===== src/rtl/pipe_pkg.sv =====
// Shared ID/EX pipeline types: control-word layout, payload record and default widths.
package pipe_pkg;

  localparam int PIPE_XLEN   = 32;
  localparam int PIPE_CTRL_W = 11;
  localparam int PIPE_RA_W   = 5;
  localparam int PIPE_NUM_RA = 3;
  localparam int PIPE_CNT_W  = 16;

  typedef struct packed {
    logic       RegDst;
    logic [1:0] Branch;
    logic       MemRead;
    logic       MemtoReg;
    logic [2:0] ALUOp;
    logic       MemWrite;
    logic       ALUSrc;
    logic       RegWrite;
  } ctrl_t;

  localparam ctrl_t CTRL_NOP = '0;

  typedef struct packed {
    logic [PIPE_XLEN-1:0]             pc4;
    ctrl_t                            ctrl;
    logic [PIPE_XLEN-1:0]             rdata1;
    logic [PIPE_XLEN-1:0]             rdata2;
    logic [PIPE_XLEN-1:0]             imm;
    logic [PIPE_NUM_RA*PIPE_RA_W-1:0] ra;
  } id_ex_payload_t;

  function automatic int payload_width(input int xlen, input int ctrl_w,
                                       input int ra_w, input int num_ra);
    return 4 * xlen + ctrl_w + ra_w * num_ra;
  endfunction

endpackage


===== src/rtl/pipe_skid_buf.sv =====
// Generic valid/ready buffer on a flat vector: 2-entry registered skid, or a
// single entry with pass-through ready when SKID_EN=0.
module pipe_skid_buf #(
  parameter int W       = 8,
  parameter bit SKID_EN = 1'b1
) (
  input  logic         clk,
  input  logic         rst,
  input  logic         flush,
  input  logic         in_valid,
  output logic         in_ready,
  input  logic [W-1:0] in_data,
  output logic         out_valid,
  input  logic         out_ready,
  output logic [W-1:0] out_data
);

  logic [1:0]   cnt_q, cnt_d;
  logic [W-1:0] head_q, head_d;
  logic [W-1:0] skid_q, skid_d;
  logic         rdy_q;
  logic         accept, emit;

  assign out_valid = (cnt_q != 2'd0);
  assign out_data  = head_q;
  assign emit      = out_valid & out_ready;
  // rdy_q stays low through reset so nothing is taken before the first edge after release
  assign in_ready  = SKID_EN ? rdy_q : (rdy_q & (~out_valid | out_ready));
  assign accept    = in_valid & in_ready;

  always_comb begin
    cnt_d  = cnt_q;
    head_d = head_q;
    skid_d = skid_q;
    if (flush) begin
      cnt_d = 2'd0;
    end else begin
      case (cnt_q)
        2'd0: begin
          if (accept) begin
            head_d = in_data;
            cnt_d  = 2'd1;
          end
        end
        2'd1: begin
          if (accept && emit) begin
            head_d = in_data;
          end else if (accept) begin
            if (SKID_EN) begin
              skid_d = in_data;
              cnt_d  = 2'd2;
            end
          end else if (emit) begin
            cnt_d = 2'd0;
          end
        end
        default: begin
          if (emit) begin
            head_d = skid_q;
            cnt_d  = 2'd1;
          end
        end
      endcase
    end
  end

  always_ff @(posedge clk or posedge rst) begin
    if (rst) begin
      cnt_q  <= 2'd0;
      head_q <= '0;
      skid_q <= '0;
      rdy_q  <= 1'b0;
    end else begin
      cnt_q  <= cnt_d;
      head_q <= head_d;
      skid_q <= skid_d;
      rdy_q  <= SKID_EN ? (cnt_d != 2'd2) : 1'b1;
    end
  end

endmodule


===== src/rtl/id_ex_stage_buf.sv =====
// Elastic ID/EX stage: packs the decode payload through a skid buffer, masks the
// control word on bubbles and counts back-pressure cycles.
module id_ex_stage_buf
  import pipe_pkg::*;
#(
  parameter int XLEN    = PIPE_XLEN,
  parameter int CTRL_W  = PIPE_CTRL_W,
  parameter int RA_W    = PIPE_RA_W,
  parameter int NUM_RA  = PIPE_NUM_RA,
  parameter bit SKID_EN = 1'b1,
  parameter int CNT_W   = PIPE_CNT_W
) (
  input  logic                   clk,
  input  logic                   rst,
  input  logic                   flush,
  input  logic                   in_valid,
  output logic                   in_ready,
  input  logic [XLEN-1:0]        in_pc4,
  input  logic [CTRL_W-1:0]      in_ctrl,
  input  logic [XLEN-1:0]        in_rdata1,
  input  logic [XLEN-1:0]        in_rdata2,
  input  logic [XLEN-1:0]        in_imm,
  input  logic [NUM_RA*RA_W-1:0] in_ra,
  output logic                   out_valid,
  input  logic                   out_ready,
  output logic [XLEN-1:0]        out_pc4,
  output logic [CTRL_W-1:0]      out_ctrl,
  output logic [XLEN-1:0]        out_rdata1,
  output logic [XLEN-1:0]        out_rdata2,
  output logic [XLEN-1:0]        out_imm,
  output logic [NUM_RA*RA_W-1:0] out_ra,
  output logic [CNT_W-1:0]       stall_cnt
);

  localparam int PW = payload_width(XLEN, CTRL_W, RA_W, NUM_RA);

  logic [PW-1:0]     in_data, out_data;
  logic [CTRL_W-1:0] ctrl_raw;
  logic [CNT_W-1:0]  stall_cnt_q, stall_cnt_d;

  assign in_data = {in_pc4, in_ctrl, in_rdata1, in_rdata2, in_imm, in_ra};

  pipe_skid_buf #(.W(PW), .SKID_EN(SKID_EN)) u_skid (
    .clk      (clk),
    .rst      (rst),
    .flush    (flush),
    .in_valid (in_valid),
    .in_ready (in_ready),
    .in_data  (in_data),
    .out_valid(out_valid),
    .out_ready(out_ready),
    .out_data (out_data)
  );

  assign {out_pc4, ctrl_raw, out_rdata1, out_rdata2, out_imm, out_ra} = out_data;
  // Execute sees a NOP on bubbles; the data fields are left stale
  assign out_ctrl = out_valid ? ctrl_raw : CTRL_W'(CTRL_NOP);

  always_comb begin
    stall_cnt_d = stall_cnt_q;
    if (out_valid && !out_ready && (stall_cnt_q != '1)) begin
      stall_cnt_d = stall_cnt_q + CNT_W'(1);
    end
  end

  always_ff @(posedge clk or posedge rst) begin
    if (rst) begin
      stall_cnt_q <= '0;
    end else begin
      stall_cnt_q <= stall_cnt_d;
    end
  end

  assign stall_cnt = stall_cnt_q;

endmodule

===== config.mk =====
export PLATFORM = sky130hd
export DESIGN_NAME = id_ex_stage_buf
export DESIGN_NICKNAME = d
export VERILOG_FILES = /design/src/rtl/pipe_pkg.sv /design/src/rtl/pipe_skid_buf.sv /design/src/rtl/id_ex_stage_buf.sv
export SDC_FILE = /design/constraint.sdc
export NUM_CORES = 1
export LEC_CHECK = 0
export CAP_MARGIN = 20
export CORE_MARGIN = 1.5
export CORE_UTILIZATION = 50
export CTS_BUF_LIST = sky130_fd_sc_hd__clkbuf_4
export CTS_CLUSTER_SIZE = 30
export DETAILED_ROUTE_END_ITERATION = 16
export PLACE_DENSITY = 0.8
export SYNTH_ARGS = -nofsm -noshare
export SYNTH_HDL_FRONTEND = slang
export SYNTH_HIERARCHICAL = 1
export SYNTH_SLANG_ARGS = --single-unit

===== constraint.sdc =====
create_clock -name clk -period 30.1 [get_ports clk]
set_input_delay 4.515 -clock clk [delete_from_list [all_inputs] [get_ports clk]]
set_output_delay 4.515 -clock clk [all_outputs]
set_load 0.1 [all_outputs]

# Yosys cells after proc, flatten, opt, wreduce, memory -nomap -nowiden
# Cells that the tools add are included.
# op_classes
add_sub_neg	1
mul	0
n_div	0
magnitude_cmp	0
eq_ne	5
shifts	0
muxes	12
bitwise	4
n_reduce_logical	9
# ops
cell	n
$mux W154	3
$pmux W154 S2	1
$add A16 B1 Y16 const B	1
$ne A16 B16 Y1 const B	1
$mux W2	6
$mux W11	1
$reduce_and A4 Y1	2
$ne A2 B1 Y1 const B	2
$pmux W2 S2	1
$logic_and A1 B1 Y1	3
$reduce_bool A3 Y1	1
$and A1 B1 Y1	2
$eq A2 B1 Y1 const B	1
$logic_not A2 Y1	1
$ne A2 B2 Y1 const B	1
$not A1 Y1	2
$reduce_bool A2 Y1	1
$logic_not A1 Y1	1
# word_totals
register_bits	327
latchBits	0
mem_bits_rw	0
mem_bits_ro	0
in_bits	159
wordCells	36
mem_count	0

# Logic depth before layout (Yosys ltp)
# Gate-level depths: netlist (run 1).
# depth
word_depth	8
depth_mapped	6
mapped_depth_nobuf	5

# Cells and area by module
# The synthesis (run 1) kept the hierarchy.
# modules_own_cells
module	instances	cells_per_inst	area_each_um2	seq_area_each_um2
pipe_skid_buf	1	841	13370.3	7782.5
id_ex_stage_buf	1	93	952.2	400.4

# Worst setup path before layout (run 1)
# OpenSTA, ideal clock, no wires.
# synth_path
path_kind	register to output
start	register u_skid.cnt_q[0]
end	output port out_ctrl[0]
t_arrival_ns	2.200
setup_slack_ns	23.385
path_stages_with_launch	4
cell_sequence	dfrtp_1 or2_1 clkbuf_1 and2_1
# synth_via
elab_chain_len	2
# synth_lines
item	line_no	source
start: declaration	pipe_skid_buf.sv:18	logic [1:0] cnt_q, cnt_d;
start signal: assignment	pipe_skid_buf.sv:74	cnt_q <= cnt_d;
$reduce_bool A2 Y1	pipe_skid_buf.sv:24	assign out_valid = (cnt_q != 2'd0);
via out_valid	id_ex_stage_buf.sv:24	output logic out_valid,
$mux W11	id_ex_stage_buf.sv:57	assign out_ctrl = out_valid ? ctrl_raw : CTRL_W'(CTRL_NOP);
end: declaration	id_ex_stage_buf.sv:27	output logic [CTRL_W-1:0] out_ctrl,
# The timed path passes the listed nets, and every way through them passes these cells.

# Worst setup path after layout (run 1)
# layout_path
start	register u_skid.cnt_q[1]
end	output port out_ctrl[10]
# layout_via
elab_chain_len	2
# layout_lines
item	line_no
$reduce_bool A2 Y1	pipe_skid_buf.sv:24
$mux W11	id_ex_stage_buf.sv:57
# Every way passes these cells.

==> results.txt, run 1 <==
----------------------------------------------------
[CTS]
  Clock net sink count ... 327
  Root buffer selected by CTS ... clkbuf_4
  Post-cts gate resize count ... 0
  Setup Buffers After CTS ... 0
  CTS clk-pin slew, worst paths ... approximately 0.060 ns
  Clock latency on the worst-skew pair ... around 0.67 ns
  Maximum number of buffers from clock root to sink ... 3
  Number of buffers added by the clock tree synthesis step ... between 80 and 90
  CTS tree ... built
  Total number of H-tree levels ... 3
  Count of hold-fix buffers inserted at cts ... 0

[Logic synthesis]
  Syn Nets ... about 1,100
  Number of instances in the synthesized netlist ... approximately 930
  Area of the mapped netlist ... 0.0143 mm^2
  Ys async rst share ... between 90% and 100%
  Fraction of the yosys area taken by sequential cells ... a little under three fifths
  Number of synthesis warnings ... 6
  Synthesized area divided by synthesized cell count ... ~15 um^2
  Most instantiated flip-flop cell in the synthesis netlist ... dfrtp_1
  Number of distinct library cells after synthesis ... 44
  Number of synthesized register bits ... about 330
  Number of enable-type register cells in the synthesized netlist ... 0

[STA]
  Number of max-slew violations in the final report ... 0
  Headroom to the max-slew limit ... 30.3%
  Setup skew after layout ... just under 0.04 ns
  Min Hold Slack ... 0.480 ns
  Setup repair after global routing missed its margin ... false
  Final Hold Fails ... 0
  Worst-margin pin slew ... approximately 1.0 ns
  Setup Total Neg Slack ... 0 ns
  Part of the cycle the worst path needs ... 26.2%
  Maximum frequency from static timing analysis ... between 100 and 150 MHz
  Final setup violating endpoints ... 0
  Min Clock Period, post-route ... ~8 ns

[Die]
  Die Outline Area ... ~0.030 mm^2
  Die extent in y ... between 150 and 200 um
  I/O Pins ... approximately 330
  Width of the die ... 172 um
  Number of cell rows ... between 60 and 70
  Starting Density ... about 50%
  Core Region ... ~0.028 mm^2

[GRT]
  Number of antenna violations at the first check in global routing ... 3
  GRT Total Usage ... 21.0%
  Residual overflow from global routing ... 0
  Pin count of the biggest net entering global routing ... ~170
  Vias in the first global route ... between 9,000 and 10,000
  Global-route wire length before repair ... about 49,000 um

[Routing]
  Final routed wire length divided by cell count ... 17.9 um
  Post-detailed-route DRC marker count ... 0
  DRT antenna net count ... 0
  Vias after detailed routing ... approximately 9,000
  Met3 Wirelength ... 2870 um
  Routed Wire Length ... 31,300 um
  Vias per cell ... roughly 5
  Met2 routed WL ... about 15,000 um
  First-iteration detailed-routing DRC count ... 473
  Total iterations of the first detailed-routing run ... 4
  Routed length on met1 ... 13,200 um
  Highest routing layer actually used ... met4

[Worst setup path]
  Slowest cell delay on critical path ... 1.14 ns
  Cell with the biggest individual delay on the critical path ... clkdlybuf4s50_1
  Cell-by-cell trace of the critical path ... or2_1, and2_1, clkdlybuf4s50_1
  Worst setup SP type ... register
  Classification of the worst setup path ... register to primary output
  Arrival time of data at the critical path endpoint ... approximately 3.4 ns
  Crit path buffers/inverters ... 1
  Worst setup EP type ... primary output
  Cell class contributing the biggest share of worst-path delay ... buffers and inverters
  Biggest fanout along the worst timing path ... 35
  Data required, critical path ... roughly 26 ns

[Hold path]
  Type of the most critical hold path ... register to register

[Place]
  Total of buffers placed on input and output ports ... 330
  Placed cells ... around 1,600
  Final HPWL DP ... 20,200 um
  Final GP Congestion ... 0.796
  Placed cell areas ... 0.0179 mm^2

[Layout]
  Design Area, Final ... 0.0191 mm^2
  Area grow syn2layout ... 33.2%
  Fraction of final layout cells sized beyond drive strength 1 ... between 40% and 50%
  Cell Count, Final, Fillers Out ... about 1,800
  Top library cells by usage in the layout, fill and taps aside ... mux2_2, clkdlybuf4s50_1, dfrtp_1
  Finished Core Util ... approximately 70%
  Layout net count ... 1,471
  Most common library cell in the layout ignoring fill and taps ... mux2_2

[Outcome]
  Result of the run ... complete, no violations

[Run]
  Count of maximum capacitance violations ... 0

[Pwr]
  Worst ir drop on vdd ... just over 60 uV
  Leakage Power ... a little over 8 nW
  Pwr Density ... approximately 86 mW/mm^2

----------------------------------------------------
[area by class of cell]
cell class / count / area (um^2)
Fill cell: 2057 / 8940
Antenna cell: 3 / 7.51
Timing Repair Buffer: 340 / 3410
Clock buffer: 135 / 1010
Inverter: 8 / 37.5
Tap cell: 378 / 473
Sequential cell: 327 / 8190
Multi-Input combinational cell: 547 / 5840
Clock inverter: 13 / 110
[worst paths after layout]
path                                            startpoint                               end  slack, ns  cells after the start
hold / removal             u_skid/out_data[35]$_DFFE_PP0P_   u_skid/out_data[35]$_DFFE_PP0P_       0.48                      1
max in group asynchronous                              rst    u_skid/skid_q[121]$_DFFE_PP0P_      24.11                      4
hold reg to reg            u_skid/out_data[35]$_DFFE_PP0P_   u_skid/out_data[35]$_DFFE_PP0P_       0.48                      1
setup reg to reg                 u_skid/cnt_q[1]$_DFF_PP0_  u_skid/out_data[133]$_DFFE_PP0P_      26.35                      6
min in group asynchronous                              rst  u_skid/out_data[137]$_DFFE_PP0P_       4.26                      2
setup / recovery                 u_skid/cnt_q[1]$_DFF_PP0_                      out_ctrl[10]      22.22                      3
[logic make-up (layout without fill, tap and decap cells)]
kind of cell | Yosys count | after routing | share of synthesized area, %
adders and majority gates | 1 | 1 | 0.0873
other | 0 | 3 | 0
xor gates and xnor gates | 9 | 9 | 0.550
and+or+nand+nor | 57 | 57 | 2.66
buffers and inverters | 60 | 496 | 2.21
DFF | 327 | 327 | 57.1
muxes | 466 | 466 | 36.6
AOI/OAI and AO/OA | 14 | 14 | 0.716
[metrics by stage]
| step | power, W | setup slack, ns |
|---|---|---|
| final | 0.00164 | 22.22 |
| after global routing | 0.00172 | 22.00 |
| after CTS | 0.00166 | 22.10 |
| after detailed placement | 0.00126 | 22.87 |
| after global placement | 0.00125 | 22.89 |
| after floorplan | 0.00109 | 16.98 |
[cell usage after synthesis (2+ instances only)]
master	n	area, um^2
mux2_2	413	4650
dfrtp_1	327	8180
mux2_1	50	563
buf_2	28	140
clkbuf_1	15	56.3
and2_1	13	81.3
inv_1	8	30.0
nand2_1	8	30.0
xor2_1	8	70.1
buf_6	7	78.8
nand3_1	5	25.0
nor2_1	5	18.8
a21oi_1	4	20.0
nand4_1	4	25.0
nor3_1	4	20.0
and3_1	3	18.8
a21boi_0	2	15.0
and4_1	2	17.5
mux2i_1	2	20.0
o21ai_0	2	10.0
[layer usage]
layer	global-route usage (%)	vias up
met5	0	-
met4	7.90	0
met3	8.61	49
met2	33.0	287
met1	26.0	4499
li1	-	4167
[registers in the layout (all words and copies together), names as in the netlist]
register         flops
stall_cnt           16
u_skid/out_data    154
u_skid/in_ready      1
u_skid/cnt_q         2
u_skid/skid_q      154
[report_power, final]
part | internal (W) | switching, W
Combinational | 0.000195 | 0.000444
Sequential | 0.000553 | 0.0000591
Clock | 0.000219 | 0.000174
Note: power is estimated with default switching activity, not from simulation.
==> run 2, diff against run 1 <==
Clock period 30.1 ns to 7.6 ns, I/O delays scaled along.
==> results.txt, run 2 (same netlist as run 1, synthesis figures left out) <==
----------------------------------------------------
[Worst setup path]
  Worst setup EP type ... primary output
  Cell with the biggest individual delay on the critical path ... clkdlybuf4s50_1
  Cell-by-cell trace of the critical path ... or2_1, and2_1, clkdlybuf4s50_1
  Biggest fanout along the worst timing path ... 20 (-43%)
  Slowest cell delay on critical path ... 1.16 ns (+0.02 ns)
  Classification of the worst setup path ... register to primary output
  Worst setup SP type ... register
  Logic depth of the worst register-to-register path ... 4 (-2)
  Data required, critical path ... 6.46 ns (-19.13 ns)
  Arrival time of data at the critical path endpoint ... 3.29 ns (-0.08 ns)

[Pwr]
  Switching part of the total ... 41.4% (+0.20 points)
  Share of total power in combinational logic ... 39.1% (+0.2 points)
  Leakage Power ... 8.17 nW (-0.33%)
  Pwr Density ... 340 mW/mm^2 (+290%)
  Sequential power share ... 37.3% (about the same)
  Worst ir drop on vdd ... 262 uV (+330%)
  Part of the total power dissipated in the clock network ... 23.6% (-0.3 points)
  Total net switching power ... 0.00268 W (+300%)
  Int Pwr ... 0.00379 W (+290%)

[STA]
  Maximum frequency from static timing analysis ... between 200 and 250 MHz
  Headroom to the max-slew limit ... 26.5% (-3.9 points)
  Min Clock Period, post-route ... roughly 4.4 ns
  Final Hold Fails ... 0 (unchanged)
  Setup Total Neg Slack ... 0 ns (unchanged)
  Worst-margin pin slew ... 1.10 ns (+0.0611 ns)
  Number of max-slew violations in the final report ... 0 (unchanged)
  Setup repair after global routing missed its margin ... false
  Final setup violating endpoints ... 0 (unchanged)
  Setup skew after layout ... 0.0457 ns (+0.00596 ns)
  Min Hold Slack ... 0.485 ns (+0.00544 ns)
  Part of the cycle the worst path needs ... 58.3%

[Routing]
  Final routed wire length divided by cell count ... 17.9 um (+0.54%)
  Vias per cell ... 5.16 (+0.37%)
  First-iteration detailed-routing DRC count ... 274 (-42%)
  DRT antenna net count ... 0 (unchanged)
  Routed Wire Length ... 31,400 um (+0.48%)
  Post-detailed-route DRC marker count ... 0 (unchanged)
  Vias after detailed routing ... 9,030 (+0.31%)
  Total iterations of the first detailed-routing run ... 4 (unchanged)

[Layout]
  Cell Count, Final, Fillers Out ... 1,750 (-0.057%)
  Most common library cell in the layout ignoring fill and taps ... mux2_2
  Area grow syn2layout ... 32.9%
  Fraction of final layout cells sized beyond drive strength 1 ... 42.1% (-0.073 points)
  Top library cells by usage in the layout, fill and taps aside ... mux2_2, clkdlybuf4s50_1, dfrtp_1
  Layout net count ... 1,471 (unchanged)
  Number of fill cells ... 2,069 (+0.58%)

[Die]
  I/O Pins ... 331 (unchanged)
  Core Region ... 0.0280 mm^2 (unchanged)
  Number of cell rows ... 61 (unchanged)
  Width of the die ... 172 um (unchanged)
  Die Outline Area ... 0.0297 mm^2 (unchanged)
  Starting Density ... 51.1% (unchanged)
  Die extent in y ... 172 um (unchanged)

[GRT]
  Vias in the first global route ... 9,641 (+1.5%)
  Pin count of the biggest net entering global routing ... 159 (-5.9%)
  Number of antenna violations at the first check in global routing ... 3 (unchanged)
  Global-route wire length before repair ... 49,100 um (+0.76%)
  Residual overflow from global routing ... 0 (unchanged)
  GRT Total Usage ... 21.1% (+0.11 points)

[Place]
  Total of buffers placed on input and output ports ... 330 (unchanged)
  Final GP Congestion ... 0.726 (-8.8%)
  Final HPWL DP ... 20,500 um (+1.9%)
  Placed cells ... 1,600 (+0.063%)

[CTS]
  Clock net sink count ... 327 (unchanged)
  Count of hold-fix buffers inserted at cts ... 0 (unchanged)
  Number of buffers added by the clock tree synthesis step ... 87 (unchanged)
  CTS clk-pin slew, worst paths ... 0.06 ns (about the same)
  Post-cts gate resize count ... 0 (unchanged)
  Maximum number of buffers from clock root to sink ... 3 (unchanged)
  Total number of H-tree levels ... 3 (unchanged)
  CTS tree ... built
  Setup Buffers After CTS ... 0 (unchanged)
  Clock latency on the worst-skew pair ... 0.68 ns (about the same)
  Root buffer selected by CTS ... clkbuf_4

[Hold path]
  Cell depth of the worst min-delay path ... 1 (unchanged)
  Type of the most critical hold path ... register to register

[Run]
  Count of maximum capacitance violations ... 0 (unchanged)

[Outcome]
  Result of the run ... complete, no violations

----------------------------------------------------
run 2: stage by stage:
step | utilization [%] | instance area (um^2) | power, W | setup WS (ns)
6_report | 67.9 | 19000 | 0.00647 | 3.17
5_1_grt | 67.9 | 19000 | 0.00677 | 3.01
4_1_cts | 67.9 | 19000 | 0.00656 | 3.07
3_5_place_dp | 64.0 | 17900 | 0.00499 | 3.60
3_3_place_gp | 64.0 | 17900 | 0.00493 | 3.58
2_1_floorplan | - | 14300 | 0.00433 | 2.32
run 2: area by class of cell:
| cell class | instances | area [um^2] | share of cell area [%] |
|---|---|---|---|
| inverters | 8 | 33.8 | 0.178 |
| repair buffers | 340 | 3390 | 17.8 |
| flip-flops and latches | 327 | 8190 | 43.0 |
| well taps | 378 | 473 | 2.49 |
| clock buffers | 134 | 1010 | 5.29 |
| diodes | 2 | 5.00 | 0.0263 |
| multi-input cells | 547 | 5840 | 30.7 |
| clock inverters | 14 | 101 | 0.533 |
run 2: path summary, 6_finish.rpt:
path | start | to | slack [ns]
setup / recovery | u_skid/cnt_q[1]$_DFF_PP0_ | out_ctrl[8] | 3.17
hold / removal | u_skid/out_data[4]$_DFFE_PP0P_ | u_skid/out_data[4]$_DFFE_PP0P_ | 0.49
setup reg to reg | u_skid/cnt_q[1]$_DFF_PP0_ | u_skid/out_data[54]$_DFFE_PP0P_ | 4.18
hold reg to reg | u_skid/out_data[4]$_DFFE_PP0P_ | u_skid/out_data[4]$_DFFE_PP0P_ | 0.49
max in group asynchronous | rst | u_skid/skid_q[127]$_DFFE_PP0P_ | 5.20
min in group asynchronous | rst | stall_cnt[3]$_DFFE_PP0P_ | 0.93
run 2: power by group through the flow:
stage	Sequential [W]	Combinational (W)	Clock, W
floorplan	0.00373	0.000597	0
global placement	0.00241	0.00251	0
detailed placement	0.00244	0.00255	0
CTS	0.00241	0.00255	0.00159
global route	0.00247	0.00262	0.00168
finish	0.00241	0.00253	0.00153
run 2: metal layers:
| layer | GRT usage [%] | wire length, um | vias up | share of wire, % |
|---|---|---|---|---|
| met1 | 25.7 | 13000 | 4535 | 41 |
| met4 | 8.24 | 708 | 2 | 2.3 |
| met3 | 8.06 | 2720 | 56 | 8.6 |
| met2 | 34.0 | 15000 | 275 | 48 |
| met5 | 0 | 9 | - | 0.029 |
| li1 | - | - | 4162 | - |
run 2: worst max-delay path: cells and delay by family (launching register included):
family | cells | cell delay [ns]
buffers and inverters | 1 | 1.16
AND/OR/NAND/NOR | 2 | 0.85
flip-flops | 1 | 0.61
==> run 3, diff against run 2 <==
Settings changed: CORE_UTILIZATION 50 to 47, PLACE_DENSITY 0.8 to 0.79.
Clock period 7.6 ns to 4.03 ns, I/O delays scaled along.
==> results.txt, run 3 (same netlist as run 1, synthesis figures left out) <==
----------------------------------------------------
[Worst setup path]
  Crit path buffers/inverters ... 1 (unchanged)
  Cell with the biggest individual delay on the critical path ... clkdlybuf4s50_1
  Arrival time of data at the critical path endpoint ... 2.41 ns (-0.88 ns)
  Slowest cell delay on critical path ... 1.26 ns (+0.10 ns)
  Worst setup SP type ... register
  CP startpoint ... stall_cnt[10]$_DFFE_PP0P_
  Cell-by-cell trace of the critical path ... clkdlybuf4s50_1
  Worst setup EP type ... primary output
  Data required, critical path ... 3.43 ns (-3.03 ns)
  Cell class contributing the biggest share of worst-path delay ... buffers and inverters
  Reg-to-reg setup timing slack ... 1.34 ns (-2.84 ns)
  RR Startpoint ... u_skid/cnt_q[1]$_DFF_PP0_
  Classification of the worst setup path ... register to primary output
  Logic depth of the worst register-to-register path ... 5 (+1)
  Destination of the worst register-to-register timing path ... u_skid/out_data[137]$_DFFE_PP0P_
  Biggest fanout along the worst timing path ... 6 (-70%)

[CTS]
  Root buffer selected by CTS ... clkbuf_4
  Setup Buffers After CTS ... 0 (unchanged)
  Total number of H-tree levels ... 3 (unchanged)
  Count of hold-fix buffers inserted at cts ... 0 (unchanged)
  Clock net sink count ... 327 (unchanged)
  Maximum number of buffers from clock root to sink ... 3 (unchanged)
  CTS clk-pin slew, worst paths ... 0.06 ns (about the same)
  Post-cts gate resize count ... 0 (unchanged)
  Clock latency on the worst-skew pair ... 0.69 ns (about the same)
  CTS tree ... built
  Number of buffers added by the clock tree synthesis step ... 89 (+2.3%)

[STA]
  Maximum frequency from static timing analysis ... roughly 330 MHz
  Number of max-slew violations in the final report ... 0 (unchanged)
  Worst-case setup margin in the final layout ... 1.02 ns (-2.16 ns)
  Final setup violating endpoints ... 0 (unchanged)
  Part of the cycle the worst path needs ... between 70 and 80%
  Setup skew after layout ... 0.0479 ns (+0.00218 ns)
  Worst-margin pin slew ... 1.09 ns (-0.0138 ns)
  Min Clock Period, post-route ... around 3 ns
  Setup repair after global routing missed its margin ... false
  Final Hold Fails ... 0 (unchanged)
  Headroom to the max-slew limit ... 27.2% (+0.69 points)

[Hold path]
  Type of the most critical hold path ... primary input to asynchronous set/reset pin

[Layout]
  Area grow syn2layout ... 33.4%
  Total area of multi-input combinational cells ... 0.00584 mm^2 (unchanged)
  Fraction of final layout cells sized beyond drive strength 1 ... 41.9% (-0.23 points)
  Top library cells by usage in the layout, fill and taps aside ... mux2_2, dfrtp_1, clkdlybuf4s50_1
  Sequential standard cell area ... 0.00819 mm^2 (unchanged)
  Finished Core Util ... 64.1% (-3.8 points)
  Layout net count ... 1,476 (+0.34%)
  Number of fill cells ... 2,291 (+11%)
  Cell Count, Final, Fillers Out ... 1,775 (+1.4%)
  Most common library cell in the layout ignoring fill and taps ... mux2_2
  Design Area, Final ... 0.0191 mm^2 (+0.41%)

[Place]
  Setup slack after placement ... 1.30 ns (-2.30 ns)
  Final HPWL DP ... 21,100 um (+2.7%)
  Placed cells ... 1,615 (+0.94%)
  Placed cell areas ... 0.0180 mm^2 (+0.46%)
  Final GP Congestion ... 0.799 (+10%)
  Total of buffers placed on input and output ports ... 330 (unchanged)

[Routing]
  Post-detailed-route DRC marker count ... 0 (unchanged)
  Vias after detailed routing ... 9,054 (+0.27%)
  First-iteration detailed-routing DRC count ... 264 (-3.6%)
  Vias per cell ... 5.10 (-1.1%)
  DRT antenna net count ... 0 (unchanged)
  Final routed wire length divided by cell count ... 17.9 um (-0.13%)
  Total iterations of the first detailed-routing run ... 5 (+1)
  Routed Wire Length ... 31,800 um (+1.3%)

[Die]
  Core Region ... 0.0298 mm^2 (+6.4%)
  Number of cell rows ... 63 (+3.3%)
  Die Outline Area ... 0.0315 mm^2 (+6.3%)
  Width of the die ... 178 um (+3.1%)
  Die extent in y ... 178 um (+3.1%)
  Starting Density ... 48.1% (-3.1 points)
  I/O Pins ... 331 (unchanged)

[GRT]
  Number of antenna violations at the first check in global routing ... 3 (unchanged)
  Pin count of the biggest net entering global routing ... 109 (-31%)
  Global-route wire length before repair ... 51,700 um (+5.4%)
  Vias in the first global route ... 10,100 (+4.6%)
  Residual overflow from global routing ... 0 (unchanged)
  GRT Total Usage ... 20.6% (-0.49 points)

[Pwr]
  Pwr Density ... 638 mW/mm^2 (+88%)
  Leakage Power ... 8.21 nW (+0.46%)
  Sum of internal, switching and leakage power ... 0.0122 W (+88%)
  Worst ir drop on vdd ... 418 uV (+59%)

[Run]
  Count of maximum capacitance violations ... 0 (unchanged)

[Outcome]
  Result of the run ... complete, no violations

----------------------------------------------------
run 3: cell types whose count changed in the layout (fill, tap and decap cells not counted):
cell             delta
clkinv_1           +21
clkbuf_4           -15
clkdlybuf4s50_1    -12
buf_4               +9
buf_12              +6
clkinv_4            -3
diode_2             +3
clkinv_2            +2
bufinv_16           +1
clkinvlp_4          +1
run 3: metal layers:
metal	up-vias	share of wire (%)	global-route usage, %
li1	4187	-	-
met2	308	46	32.5
met3	53	11	9.70
met5	-	0	0
met1	4506	41	24.7
met4	0	2.1	7.32
run 3: worst max-delay path by stage:
stage	endpoint	slack [ns]	depth (start not counted)
after CTS	stall_cnt[10]	0.96	1
after floorplan	u_skid/cnt_q[0]$_DFF_PP0_	-0.72	1
final	stall_cnt[10]	1.02	1
after global placement	u_skid/out_data[83]$_DFFE_PP0P_	1.33	5
after detailed placement	u_skid/out_data[86]$_DFFE_PP0P_	1.30	5
after global routing	stall_cnt[10]	0.91	1
run 3: cell type report:
class | instances | share of cell area [%]
Multi-Input combinational cell | 547 | 30.5
Clock inverter | 36 | 1.05
Inverter | 8 | 0.177
Timing Repair Buffer | 343 | 18.1
Clock buffer | 119 | 4.67
Tap cell | 390 | 2.55
Antenna cell | 5 | 0.0655
Sequential cell | 327 | 42.8
run 3: metrics by stage:
| stage | TNS, ns | hold WS [ns] |
|---|---|---|
| after global routing | 0 | 0.395 |
| after global placement | 0 | 0.468 |
| after floorplan | -222.49 | 0.473 |
| final | 0 | 0.388 |
| after detailed placement | 0 | 0.474 |
| after CTS | 0 | 0.355 |
run 3: power by group:
part | internal, W | leakage (nW) | switching (W)
Clock | 0.00150 | 0.630 | 0.00134
Combinational | 0.00146 | 3.61 | 0.00334
Sequential | 0.00413 | 3.98 | 0.000418
